## config.mk

```make
export PLATFORM = sky130hd
export DESIGN_NAME = block_xfer_engine
export DESIGN_NICKNAME = d
export VERILOG_FILES = /design/src/rtl/block_xfer_engine.sv
export SDC_FILE = /design/constraint.sdc
export NUM_CORES = 1
export LEC_CHECK = 0
export ABC_AREA = 1
export CAP_MARGIN = 20
export CORE_UTILIZATION = 55
export CTS_BUF_LIST = sky130_fd_sc_hd__clkbuf_4
export DETAILED_ROUTE_END_ITERATION = 8
export HOLD_SLACK_MARGIN = 0.02
export PLACE_DENSITY_LB_ADDON = 0.15
export SKIP_LAST_GASP = 1
export SLEW_MARGIN = 20
export SYNTH_ARGS = -nofsm -noshare
export SYNTH_HDL_FRONTEND = slang
export SYNTH_SLANG_ARGS = --single-unit
```

## constraint.sdc

```tcl
create_clock -name clk -period 6.43 [get_ports clk]
set_input_delay 0.643 -clock clk [delete_from_list [all_inputs] [get_ports clk]]
set_output_delay 0.643 -clock clk [all_outputs]
set_load 0.01 [all_outputs]
```

## src/rtl/block_xfer_engine.sv

```systemverilog
// Memory-to-memory block-transfer sequencer (LDI/LDD/LDIR/LDDR) driving an
// external bus with configurable read/write T-state counts and wait insertion.
module block_xfer_engine #(
    parameter int ADDR_W = 16,
    parameter int DATA_W = 8,
    parameter int CNT_W  = 16,
    parameter int RD_T   = 3,
    parameter int WR_T   = 3
) (
    input  logic              clk,
    input  logic              rst,
    input  logic              start,
    input  logic              dir_dec,
    input  logic              repeat_mode,
    input  logic              abort,
    input  logic [ADDR_W-1:0] src_in,
    input  logic [ADDR_W-1:0] dst_in,
    input  logic [CNT_W-1:0]  cnt_in,
    input  logic [DATA_W-1:0] data_in,
    input  logic              wait_req,
    output logic [ADDR_W-1:0] addr_out,
    output logic [DATA_W-1:0] data_out,
    output logic              mreq,
    output logic              rd,
    output logic              wr,
    output logic              busy,
    output logic              done,
    output logic              pv,
    output logic [ADDR_W-1:0] src_cur,
    output logic [ADDR_W-1:0] dst_cur,
    output logic [CNT_W-1:0]  cnt_cur
);

    localparam int T_MAX = (RD_T > WR_T) ? RD_T : WR_T;
    localparam int T_W   = $clog2(T_MAX);

    localparam logic [2:0] S_IDLE = 3'd0;
    localparam logic [2:0] S_RD   = 3'd1;
    localparam logic [2:0] S_WR   = 3'd2;
    localparam logic [2:0] S_UPD  = 3'd3;
    localparam logic [2:0] S_DONE = 3'd4;

    localparam logic [T_W-1:0]    T_ZERO  = T_W'(32'd0);
    localparam logic [T_W-1:0]    T_ONE   = T_W'(32'd1);
    localparam logic [T_W-1:0]    RD_LAST = T_W'(RD_T - 1);
    localparam logic [T_W-1:0]    WR_LAST = T_W'(WR_T - 1);
    localparam logic [ADDR_W-1:0] ONE_A   = ADDR_W'(32'd1);
    localparam logic [ADDR_W-1:0] ZERO_A  = ADDR_W'(32'd0);
    localparam logic [CNT_W-1:0]  ONE_C   = CNT_W'(32'd1);
    localparam logic [CNT_W-1:0]  ZERO_C  = CNT_W'(32'd0);
    localparam logic [DATA_W-1:0] ZERO_D  = DATA_W'(32'd0);

    logic [2:0]        state_r, state_s;
    logic [T_W-1:0]    tcount_r, tcount_s;
    logic [ADDR_W-1:0] src_r, src_s;
    logic [ADDR_W-1:0] dst_r, dst_s;
    logic [CNT_W-1:0]  cnt_r, cnt_s;
    logic [CNT_W-1:0]  cnt_dec_s;
    logic [DATA_W-1:0] mdr_r, mdr_s;
    logic              pv_r, pv_s;
    logic              dec_r, dec_s;
    logic              rep_r, rep_s;
    logic              abort_pend_r, abort_pend_s;
    logic              advance_s;
    logic              mreq_s, rd_s, wr_s;
    logic [ADDR_W-1:0] addr_s;
    logic [DATA_W-1:0] data_s;

    // Sequencer next-state, pointer/count update and read-data capture
    always_comb begin
        state_s      = state_r;
        tcount_s     = tcount_r;
        src_s        = src_r;
        dst_s        = dst_r;
        cnt_s        = cnt_r;
        mdr_s        = mdr_r;
        pv_s         = pv_r;
        dec_s        = dec_r;
        rep_s        = rep_r;
        abort_pend_s = abort_pend_r;
        cnt_dec_s    = cnt_r - ONE_C;
        // Tw is only ever inserted at the second T-state of a bus cycle
        advance_s    = !((tcount_r == T_ONE) && wait_req);
        case (state_r)
            S_IDLE: begin
                abort_pend_s = 1'b0;
                if (start) begin
                    state_s  = S_RD;
                    tcount_s = T_ZERO;
                    src_s    = src_in;
                    dst_s    = dst_in;
                    cnt_s    = cnt_in;
                    dec_s    = dir_dec;
                    rep_s    = repeat_mode;
                end else begin
                    state_s  = S_IDLE;
                end
            end
            S_RD: begin
                abort_pend_s = abort_pend_r | abort;
                if (advance_s) begin
                    if (tcount_r == RD_LAST) begin
                        state_s  = S_WR;
                        tcount_s = T_ZERO;
                        mdr_s    = data_in;
                    end else begin
                        tcount_s = tcount_r + T_ONE;
                    end
                end else begin
                    tcount_s = tcount_r;
                end
            end
            S_WR: begin
                abort_pend_s = abort_pend_r | abort;
                if (advance_s) begin
                    if (tcount_r == WR_LAST) begin
                        state_s  = S_UPD;
                        tcount_s = T_ZERO;
                    end else begin
                        tcount_s = tcount_r + T_ONE;
                    end
                end else begin
                    tcount_s = tcount_r;
                end
            end
            S_UPD: begin
                if (dec_r) begin
                    src_s = src_r - ONE_A;
                    dst_s = dst_r - ONE_A;
                end else begin
                    src_s = src_r + ONE_A;
                    dst_s = dst_r + ONE_A;
                end
                cnt_s    = cnt_dec_s;
                pv_s     = (cnt_dec_s != ZERO_C);
                tcount_s = T_ZERO;
                if (rep_r && (cnt_dec_s != ZERO_C) && !(abort || abort_pend_r)) begin
                    state_s = S_RD;
                end else begin
                    state_s = S_DONE;
                end
            end
            S_DONE: begin
                state_s = S_IDLE;
            end
            default: begin
                state_s  = S_IDLE;
                tcount_s = T_ZERO;
            end
        endcase
    end

    // Bus strobes decoded from the next state so the outputs can be registered
    always_comb begin
        mreq_s = 1'b0;
        rd_s   = 1'b0;
        wr_s   = 1'b0;
        addr_s = ZERO_A;
        data_s = ZERO_D;
        case (state_s)
            S_RD: begin
                mreq_s = 1'b1;
                rd_s   = 1'b1;
                addr_s = src_s;
            end
            S_WR: begin
                mreq_s = 1'b1;
                wr_s   = (tcount_s != T_ZERO);
                addr_s = dst_s;
                data_s = mdr_s;
            end
            default: begin
                mreq_s = 1'b0;
            end
        endcase
    end

    // State, datapath and output registers
    always_ff @(posedge clk) begin
        if (rst) begin
            state_r      <= S_IDLE;
            tcount_r     <= T_ZERO;
            src_r        <= ZERO_A;
            dst_r        <= ZERO_A;
            cnt_r        <= ZERO_C;
            mdr_r        <= ZERO_D;
            pv_r         <= 1'b0;
            dec_r        <= 1'b0;
            rep_r        <= 1'b0;
            abort_pend_r <= 1'b0;
            mreq         <= 1'b0;
            rd           <= 1'b0;
            wr           <= 1'b0;
            addr_out     <= ZERO_A;
            data_out     <= ZERO_D;
            busy         <= 1'b0;
            done         <= 1'b0;
        end else begin
            state_r      <= state_s;
            tcount_r     <= tcount_s;
            src_r        <= src_s;
            dst_r        <= dst_s;
            cnt_r        <= cnt_s;
            mdr_r        <= mdr_s;
            pv_r         <= pv_s;
            dec_r        <= dec_s;
            rep_r        <= rep_s;
            abort_pend_r <= abort_pend_s;
            mreq         <= mreq_s;
            rd           <= rd_s;
            wr           <= wr_s;
            addr_out     <= addr_s;
            data_out     <= data_s;
            busy         <= (state_s != S_IDLE);
            done         <= (state_s == S_DONE);
        end
    end

    assign pv      = pv_r;
    assign src_cur = src_r;
    assign dst_cur = dst_r;
    assign cnt_cur = cnt_r;

endmodule

```

* Word-level counts from Yosys, hierarchy flattened
Cells that the tools add are included.
Word-level totals: flip-flop bits (word level) 94, input bits 63, output and inout port bits 78, logic and storage cells 77
Cells by class: add/sub/neg operators 6, eq/ne operators 10, muxes and demuxes 26, bitwise operators 2, reduce and logical (&&, ||, !) cells 16
Operator list (number):
- $pmux W16 S2 | 4
- $mux W16 | 5
- $sub A16 B1 Y16 const B | 3
- $add A16 B1 Y16 const B | 2
- $mux W8 | 3
- $reduce_bool A16 Y1 | 1
- $mux W3 | 5
- $pmux W3 S4 | 1
- $eq A3 B2 Y1 const B | 3
- $eq A3 B1 Y1 const B | 2
- $eq A3 B3 Y1 const B | 2
- $mux W2 | 3
- $pmux W2 S3 | 1
- $reduce_bool A2 Y1 | 3
- $reduce_or A2 Y1 | 3
- $reduce_and A2 Y1 | 2
- $logic_and A1 B1 Y1 | 3
- $logic_not A3 Y1 | 1
- $mux W1 | 3
- $reduce_bool A3 Y1 | 1
- $add A2 B1 Y2 const B | 1
- $eq A2 B1 Y1 const B | 1
- $eq A2 B2 Y1 const B | 1
- $ne A2 B2 Y1 const B | 1
- 5 further kinds | 5

* Logic depth before layout (Yosys ltp)
Gate-level depths: netlist of run 1.
depth in word-level cells 9, mapped depth 17, mapped depth without buffers 17

* Worst setup path before layout of run 1
OpenSTA, ideal clock, no wires.
kind register -> register, from register dec_r, to register addr_out[14], setup time 0.116 ns, data arrival time 2.417 ns, data required time 6.314 ns, path slack 3.898 ns, cell stages (with the launch flop) 11, cells stage by stage dfxtp_1 -> ha_1 -> a21oi_1 -> o21ai_0 -> a21oi_1 -> nand2_1 -> or2_2 -> nand3_1 -> nand3_1 -> nand2_1 -> o21ai_2
On the way: longest elaborated chain between the ends 3
Ends and longest elaborated chain:
- from (decl) | RTL line 61 | logic dec_r, dec_s;
- from (signal assigned) | RTL line 206 | dec_r <= dec_s;
- $mux W16 | RTL line 127 | if (dec_r) begin
- $pmux W16 S2 | RTL line 84 | case (state_r)
- $pmux W16 S2 (*) | RTL line 160 | case (state_s)
- to (signal assigned) | RTL line 212 | addr_out <= addr_s;
- to (decl) | RTL line 21 | output logic [ADDR_W-1:0] addr_out,
Mark *: on every way between the ends. The rest lies on a longest branch, timed or not. A chain may end at the register's enable or synchronous reset.

* Worst setup path in the final report of run 1
from register cnt_r[0], in the netlist cnt_cur[0], to register addr_out[13]
On the way: longest elaborated chain between the ends 8
Ends and longest elaborated chain:
- from (decl) | RTL line 57 | logic [CNT_W-1:0] cnt_r, cnt_s;
- from (signal assigned) | RTL line 203 | cnt_r <= cnt_s;
- $sub A16 B1 Y16 (*) | RTL line 81 | cnt_dec_s = cnt_r - ONE_C;
- $reduce_bool A16 Y1 (*) | RTL line 137 | if (rep_r && (cnt_dec_s != ZERO_C) && !(abort || abort_pend_r)) begin
- $logic_and A1 B1 Y1 (*) (2 in a row) | RTL line 137
- $mux W3 (*) | RTL line 137
- $pmux W3 S4 (*) | RTL line 84
- $eq A3 B2 Y1 / $eq A3 B1 Y1 (equally long branches) | RTL line 160
- $pmux W16 S2 (*) | RTL line 160
Marked as above.

==> run_results.csv, run 1 <==
group,metric,value,unit
run_status,run_status,"finished clean",
clocking,cts-root-buf,"clkbuf_4",
synth,yosys.area.top_type,"dfxtp_1",
pwr,p_int,903,uW
detailed_routing,ant_nets,0,
synth,netlist_instances,814,
die,ioPinCount,141,
synth,synth_nets,909,
detailed_routing,firstDrtPassIters,7,
place,place.gp.congestion,0.968,
global_route,overflow,0,
synth,synth_cell_types,44,
worst_setup_path,end_kind,"flop",
die,std_cell_rows,36,
detailed_routing,drc_errors,0,
pwr,irDropWorstVdd,185,uV
place,port_buffers,140,
pwr,pwr-share-clk,0.234,
pwr,p_sw,525,uW
synth,post-synth-top-count-cell,"nand2_1",
global_route,gr-usage-all-layers,0.329,
die,dieArea,10600,sq um
worst_setup_path,path_max_fanout,11,
clocking,postCtsHoldBufs,0,
synth,ys_async_sr_fraction,0,
detailed_routing,wl_per_cell,15.9,um
timing,finalSetupTns,0,ns
clocking,path_clk_slew,0.19,ns
synth,yosysSeqAreaShare,0.336,
flow_run,drv_cap,0,
worst_hold_path,hold_start,"rep_r$_SDFFE_PP0P_",
worst_setup_path,cp.arrival,3.17,ns
pwr,leakage,0.00325,uW
timing,setup_violations,0,
detailed_routing,viasPerCell,5.78,
detailed_routing,drt_iter0_markers,407,
clocking,clk_latency,0.46,ns
place,dp_hpwl,12800,um
synth,synth_top_area_share,0.336,
worst_setup_path,cp.required,6.80,ns
clocking,cts_resized,0,
global_route,grt_pass1_wl,27400,um
clocking,postCtsSetupRepairBufs,0,
synth,ys_top_cells_by_count,"nand2_1 (190), nor2_1 (97), dfxtp_1 (94), inv_1 (71), a21oi_1 (58)",
global_route,grt_antenna_before_repair,1,
clocking,clockBufferDepth,2,
die,die_w,103,um
synth,yosysWarningCount,0,
pwr,switching_share,0.367,
worst_setup_path,crit_type,"flop to flop",
detailed_routing,wl,17200,um
clocking,cts-buffers-inserted,9,
die,initial_core_util,0.571,
place,post_dp_cell_area,7100,sq um
synth,synth_flop_cell,"dfxtp_1",
global_route,grt_max_degree,43,
finish,final_area,7260,sq um
worst_setup_path,r2r-start,"cnt_cur[0]$_SDFFE_PP0P_",
synth,yosys-top-cells-area,"dfxtp_1 (34%), nand2_1 (13%), ha_1 (6.7%)",
timing,grt_setup_unrepaired,"no",
synth,synth_seq_cells,94,
worst_hold_path,hp-class,"flop to flop",
clocking,htreeDepth,3,
timing,clock_skew,0.0376,ns
worst_setup_path,startpoint,"cnt_cur[0]$_SDFFE_PP0P_",
clocking,cts_num_sinks,94,
finish,drive_gt1_frac,0.0601,
synth,syn_area_per_cell,6.89,sq um
worst_setup_path,start_kind,"flop",
timing,fmax,356,MHz
timing,maxSlewHeadroom,0.474,
die,core_area,9820,sq um
timing,final_max_slew_viol_count,0,
pwr,power_density,197,nW/um^2
timing,hold_violations,0,
timing,worstMarginPinSlew,0.786,ns
global_route,grt_pass1_vias,5794,
timing,period_share,0.437,
die,die_y,103,um
detailed_routing,vias,6259,
finish,areaGrowthSynthToFinish,29.5,%
clocking,cts_tree,"yes",
pwr,p_seq_frac,0.459,
finish,layout.nets,1039,
synth,syn-cell-area,5610,sq um
pwr,combPwrFrac,0.307,
synth,synth_edf_count,0,
timing,period_needed,2.81,ns
state kept, by name, summed over array words and instances (netlist names):
signal / cells
abort_pend_r: 1
addr_out: 16
busy: 1
cnt_cur: 16
data_out: 8
dec_r: 1
done: 1
dst_cur: 16
mdr_r: 8
mreq: 1
pv: 1
rd: 1
rep_r: 1
src_cur: 16
state_r: 3
tcount_r: 2
wr: 1
cells by family (layout without fill, tap and decap cells):
kind of cell | count (synthesis) | in the layout | share of synthesized area
XOR/XNOR | 4 | 4 | 0.00625
buffers and inverters | 104 | 239 | 0.0736
other | 0 | 1 | 0
multiplexers | 5 | 5 | 0.00892
AO/OA/AOI/OAI | 178 | 178 | 0.191
AND/OR/NAND/NOR | 397 | 397 | 0.311
flip-flops | 94 | 94 | 0.336
adder cells (fa/ha/maj) | 32 | 32 | 0.0741
placed cells by master, fill, tap and decap left out, drive strengths merged, types with 5 or more instances in the layout:
| master | count |
|---|---|
| a21o | 10 |
| a21oi | 59 |
| a221oi | 14 |
| a22oi | 8 |
| a31oi | 12 |
| buf | 6 |
| clkbuf | 9 |
| clkdlybuf4s50 | 140 |
| dfxtp | 94 |
| ha | 30 |
| inv | 80 |
| mux2i | 5 |
| nand2 | 193 |
| nand3 | 55 |
| nand3b | 8 |
| nand4 | 12 |
| nor2 | 106 |
| nor3 | 15 |
| o21ai | 61 |
| o21bai | 5 |
| or2 | 7 |
routing by layer:
layer | vias to the layer above | wire length (um) | track usage
li1 | 3016 | - | -
met1 | 2891 | 7260 | 0.437
met2 | 317 | 8040 | 0.543
met3 | 35 | 1500 | 0.0549
met4 | 0 | 374 | 0.111
met5 | - | 0 | 0
power groups by stage:
stage	logic [uW]	clock network (uW)	registers (uW)
2_1_floorplan	243	0	676
3_3_place_gp	414	0	665
3_5_place_dp	427	0	666
4_1_cts	429	339	654
5_1_grt	483	361	659
6_report	438	335	655
worst max-delay path, cell delays in order (launching register included):
cell	delay, ns
dfxtp_1	0.38
inv_1	0.20
ha_1	0.27
nand2_1	0.10
nor2_1	0.26
nand2_1	0.09
nand2_1	0.06
nand2_1	0.06
inv_1	0.05
nand2_1	0.04
nor2_1	0.17
nand2_2	0.12
nand3_4	0.10
nand4_1	0.48
o21ai_0	0.33
final cells by class:
type	count	area, sq um
Clock inverter	7	81.3
Multi-Input combinational cell	616	3320
Tap cell	133	166
Timing Repair Buffer	146	1450
Inverter	77	289
Fill cell	826	2560
Sequential cell	94	1880
Clock buffer	9	67.6
Antenna cell	1	2.50
worst paths after layout:
path,to,slack (ns),cells past startpoint
max,addr_out[13]$_SDFF_PP0_,3.62,14
max reg2reg,addr_out[13]$_SDFF_PP0_,3.62,14
min,rep_r$_SDFFE_PP0P_,0.48,2
min reg2reg,rep_r$_SDFFE_PP0P_,0.48,2
through the flow:
stage          utilization  power [uW]  setup WS, ns  hold slack (ns)  std cells
3_3_place_gp         0.722        1080          2.98            0.445       1064
3_5_place_dp         0.723        1090          3.36            0.461       1065
4_1_cts              0.738        1420          3.67            0.483       1081
5_1_grt              0.739        1500          3.37            0.505       1083
6_report             0.739        1430          3.62            0.483       1083
2_1_floorplan            -         919          3.90            0.430        814
Power figures use the tool's default switching activity.
==> run 2: changes to the inputs <==
- CORE_UTILIZATION: 55 -> 51
- clock period: 6.43 -> 2.95 ns (I/O delays scaled with it)
==> run_results.csv, run 2 (same netlist as run 1, synthesis figures left out) <==
group,metric,value,unit
run_status,run_status,"finished clean",
flow_run,drv_cap,0,
worst_setup_path,critPathBufInv,2,
die,initial_core_util,0.534,
detailed_routing,wl_per_cell,16.0,um
detailed_routing,ant_nets,0,
worst_setup_path,crit_family,"simple AND/OR/NAND/NOR gates",
global_route,grt_pass1_vias,5746,
timing,hold_violations,0,
worst_hold_path,hp-class,"input port to flop",
clocking,cts-root-buf,"clkbuf_4",
die,std_cell_rows,37,
pwr,irDropWorstVdd,355,uV
timing,fmax,385,MHz
worst_setup_path,rrSetupSlack,0.35,ns
clocking,cts_num_sinks,94,
timing,worstMarginPinSlew,0.857,ns
global_route,grt_pass1_wl,28300,um
clocking,clk_latency,0.49,ns
pwr,power_density,430,nW/um^2
detailed_routing,drc_errors,0,
finish,areaGrowthSynthToFinish,30.4,%
detailed_routing,vias,6158,
clocking,postCtsSetupRepairBufs,0,
clocking,cts-buffers-inserted,9,
die,dieArea,11400,sq um
global_route,gr-usage-all-layers,0.316,
timing,clock_skew,0.0210,ns
global_route,grt_max_degree,38,
worst_setup_path,path_max_fanout,13,
timing,finalSetupTns,0,ns
die,core_area,10500,sq um
pwr,total_power,3150,uW
worst_setup_path,cp_cell_sequence,"inv_1, ha_1, nand2_1, nor2_1, nand3_1, nand2_1, nor2_1, nand3_1, nor3_2, nand2_2, nand3_4, nand2_2, inv_2, nor2_2, nand2_1, nand2_1",
worst_setup_path,path_depth,16,
place,place.gp.congestion,0.919,
finish,drive_gt1_frac,0.0679,
worst_setup_path,r2r-start,"cnt_cur[0]$_SDFFE_PP0P_",
worst_setup_path,crit_type,"flop to flop",
pwr,leakage,0.00329,uW
timing,final_max_slew_viol_count,0,
detailed_routing,firstDrtPassIters,5,
worst_setup_path,r2r_end,"mreq$_SDFF_PP0_",
timing,period_share,0.880,
timing,setup_violations,0,
die,die_y,107,um
finish,fillerInstances,885,
place,dp_hpwl,13200,um
worst_setup_path,cp.required,3.39,ns
timing,period_needed,2.60,ns
worst_setup_path,start_kind,"flop",
worst_setup_path,cp_slowest_cell,"dfxtp_1",
clocking,cts_resized,0,
clocking,postCtsHoldBufs,0,
finish,final_cell_mix,"nand2_1 (190), clkdlybuf4s50_1 (140), nor2_1 (97)",
timing,maxSlewHeadroom,0.427,
die,die_w,107,um
clocking,path_clk_slew,0.18,ns
worst_setup_path,reg2reg_depth,16,
worst_setup_path,cp.arrival,3.04,ns
worst_setup_path,worst_path_most_repeated_cell,"nand2_1",
worst_setup_path,endpoint,"mreq$_SDFF_PP0_",
place,port_buffers,140,
die,ioPinCount,141,
worst_setup_path,critPathMaxStageDelay,0.38,ns
timing,grt_setup_unrepaired,"no",
global_route,overflow,0,
detailed_routing,viasPerCell,5.63,
finish,layout.nets,1047,
worst_setup_path,end_kind,"flop",
detailed_routing,drt_iter0_markers,494,
clocking,clockBufferDepth,2,
clocking,htreeDepth,3,
global_route,grt_antenna_before_repair,0,
finish,final_common_cell,"nand2_1",
clocking,cts_tree,"yes",
detailed_routing,wl,17500,um
finish,num_antenna_cells,0,
worst_setup_path,startpoint,"cnt_cur[0]$_SDFFE_PP0P_",
## run 2: how the worst min path moves through the flow
stage	end	startpoint	cells after the start
floorplan	dec_r$_SDFFE_PP0P_	dir_dec	2
global placement	rep_r$_SDFFE_PP0P_	rep_r$_SDFFE_PP0P_	2
detailed placement	mdr_r[0]$_SDFF_PP0_	mdr_r[0]$_SDFF_PP0_	2
CTS	cnt_cur[8]$_SDFFE_PP0P_	cnt_in[8]	3
global route	cnt_cur[8]$_SDFFE_PP0P_	cnt_in[8]	3
finish	cnt_cur[8]$_SDFFE_PP0P_	cnt_in[8]	3
## run 2: worst reg2reg max path, stage by stage (launching register included)
cell and delay [ns]:
dfxtp_1 0.38, inv_1 0.17, ha_1 0.24, nand2_1 0.08, nor2_1 0.24, nand3_1 0.13, nand2_1 0.10, nor2_1 0.05
nand3_1 0.08, nor3_2 0.05, nand2_2 0.10, nand3_4 0.10, nand2_2 0.24, inv_2 0.07, nor2_2 0.31, nand2_1 0.13
nand2_1 0.08
## run 2: per-layer routing
| metal | track usage | share of wire |
|---|---|---|
| met4 | 0.110 | 0.017 |
| met5 | 0 | 0 |
| met3 | 0.0571 | 0.090 |
| met1 | 0.431 | 0.45 |
| met2 | 0.500 | 0.45 |
## run 2: power breakdown
part / leakage (uW) / internal [uW] / switching [uW]
combinational: 0.00244 / 420 / 548
clock: 0.0000809 / 209 / 543
sequential: 0.000770 / 1350 / 81.3
## run 2: stage by stage
step / cells / utilization / area (sq um) / hold slack (ns) / worst slack, ns
2_1_floorplan: 814 / - / 5610 / 0.430 / 0.418
3_3_place_gp: 1077 / 0.682 / 7170 / 0.441 / 0.560
3_5_place_dp: 1077 / 0.682 / 7170 / 0.465 / 0.489
4_1_cts: 1093 / 0.696 / 7310 / 0.339 / 0.423
5_1_grt: 1093 / 0.696 / 7310 / 0.346 / 0.138
6_report: 1093 / 0.696 / 7310 / 0.353 / 0.353
## run 2: final cells by class
type | instances | area, sq um | share of cell area
flip-flops and latches | 94 | 1880 | 0.257
repair buffers | 154 | 1510 | 0.206
inverters | 77 | 289 | 0.0395
clock inverters | 7 | 81.3 | 0.0111
clock buffers | 9 | 67.6 | 0.00924
multi-input cells | 616 | 3320 | 0.454
well taps | 136 | 170 | 0.0233
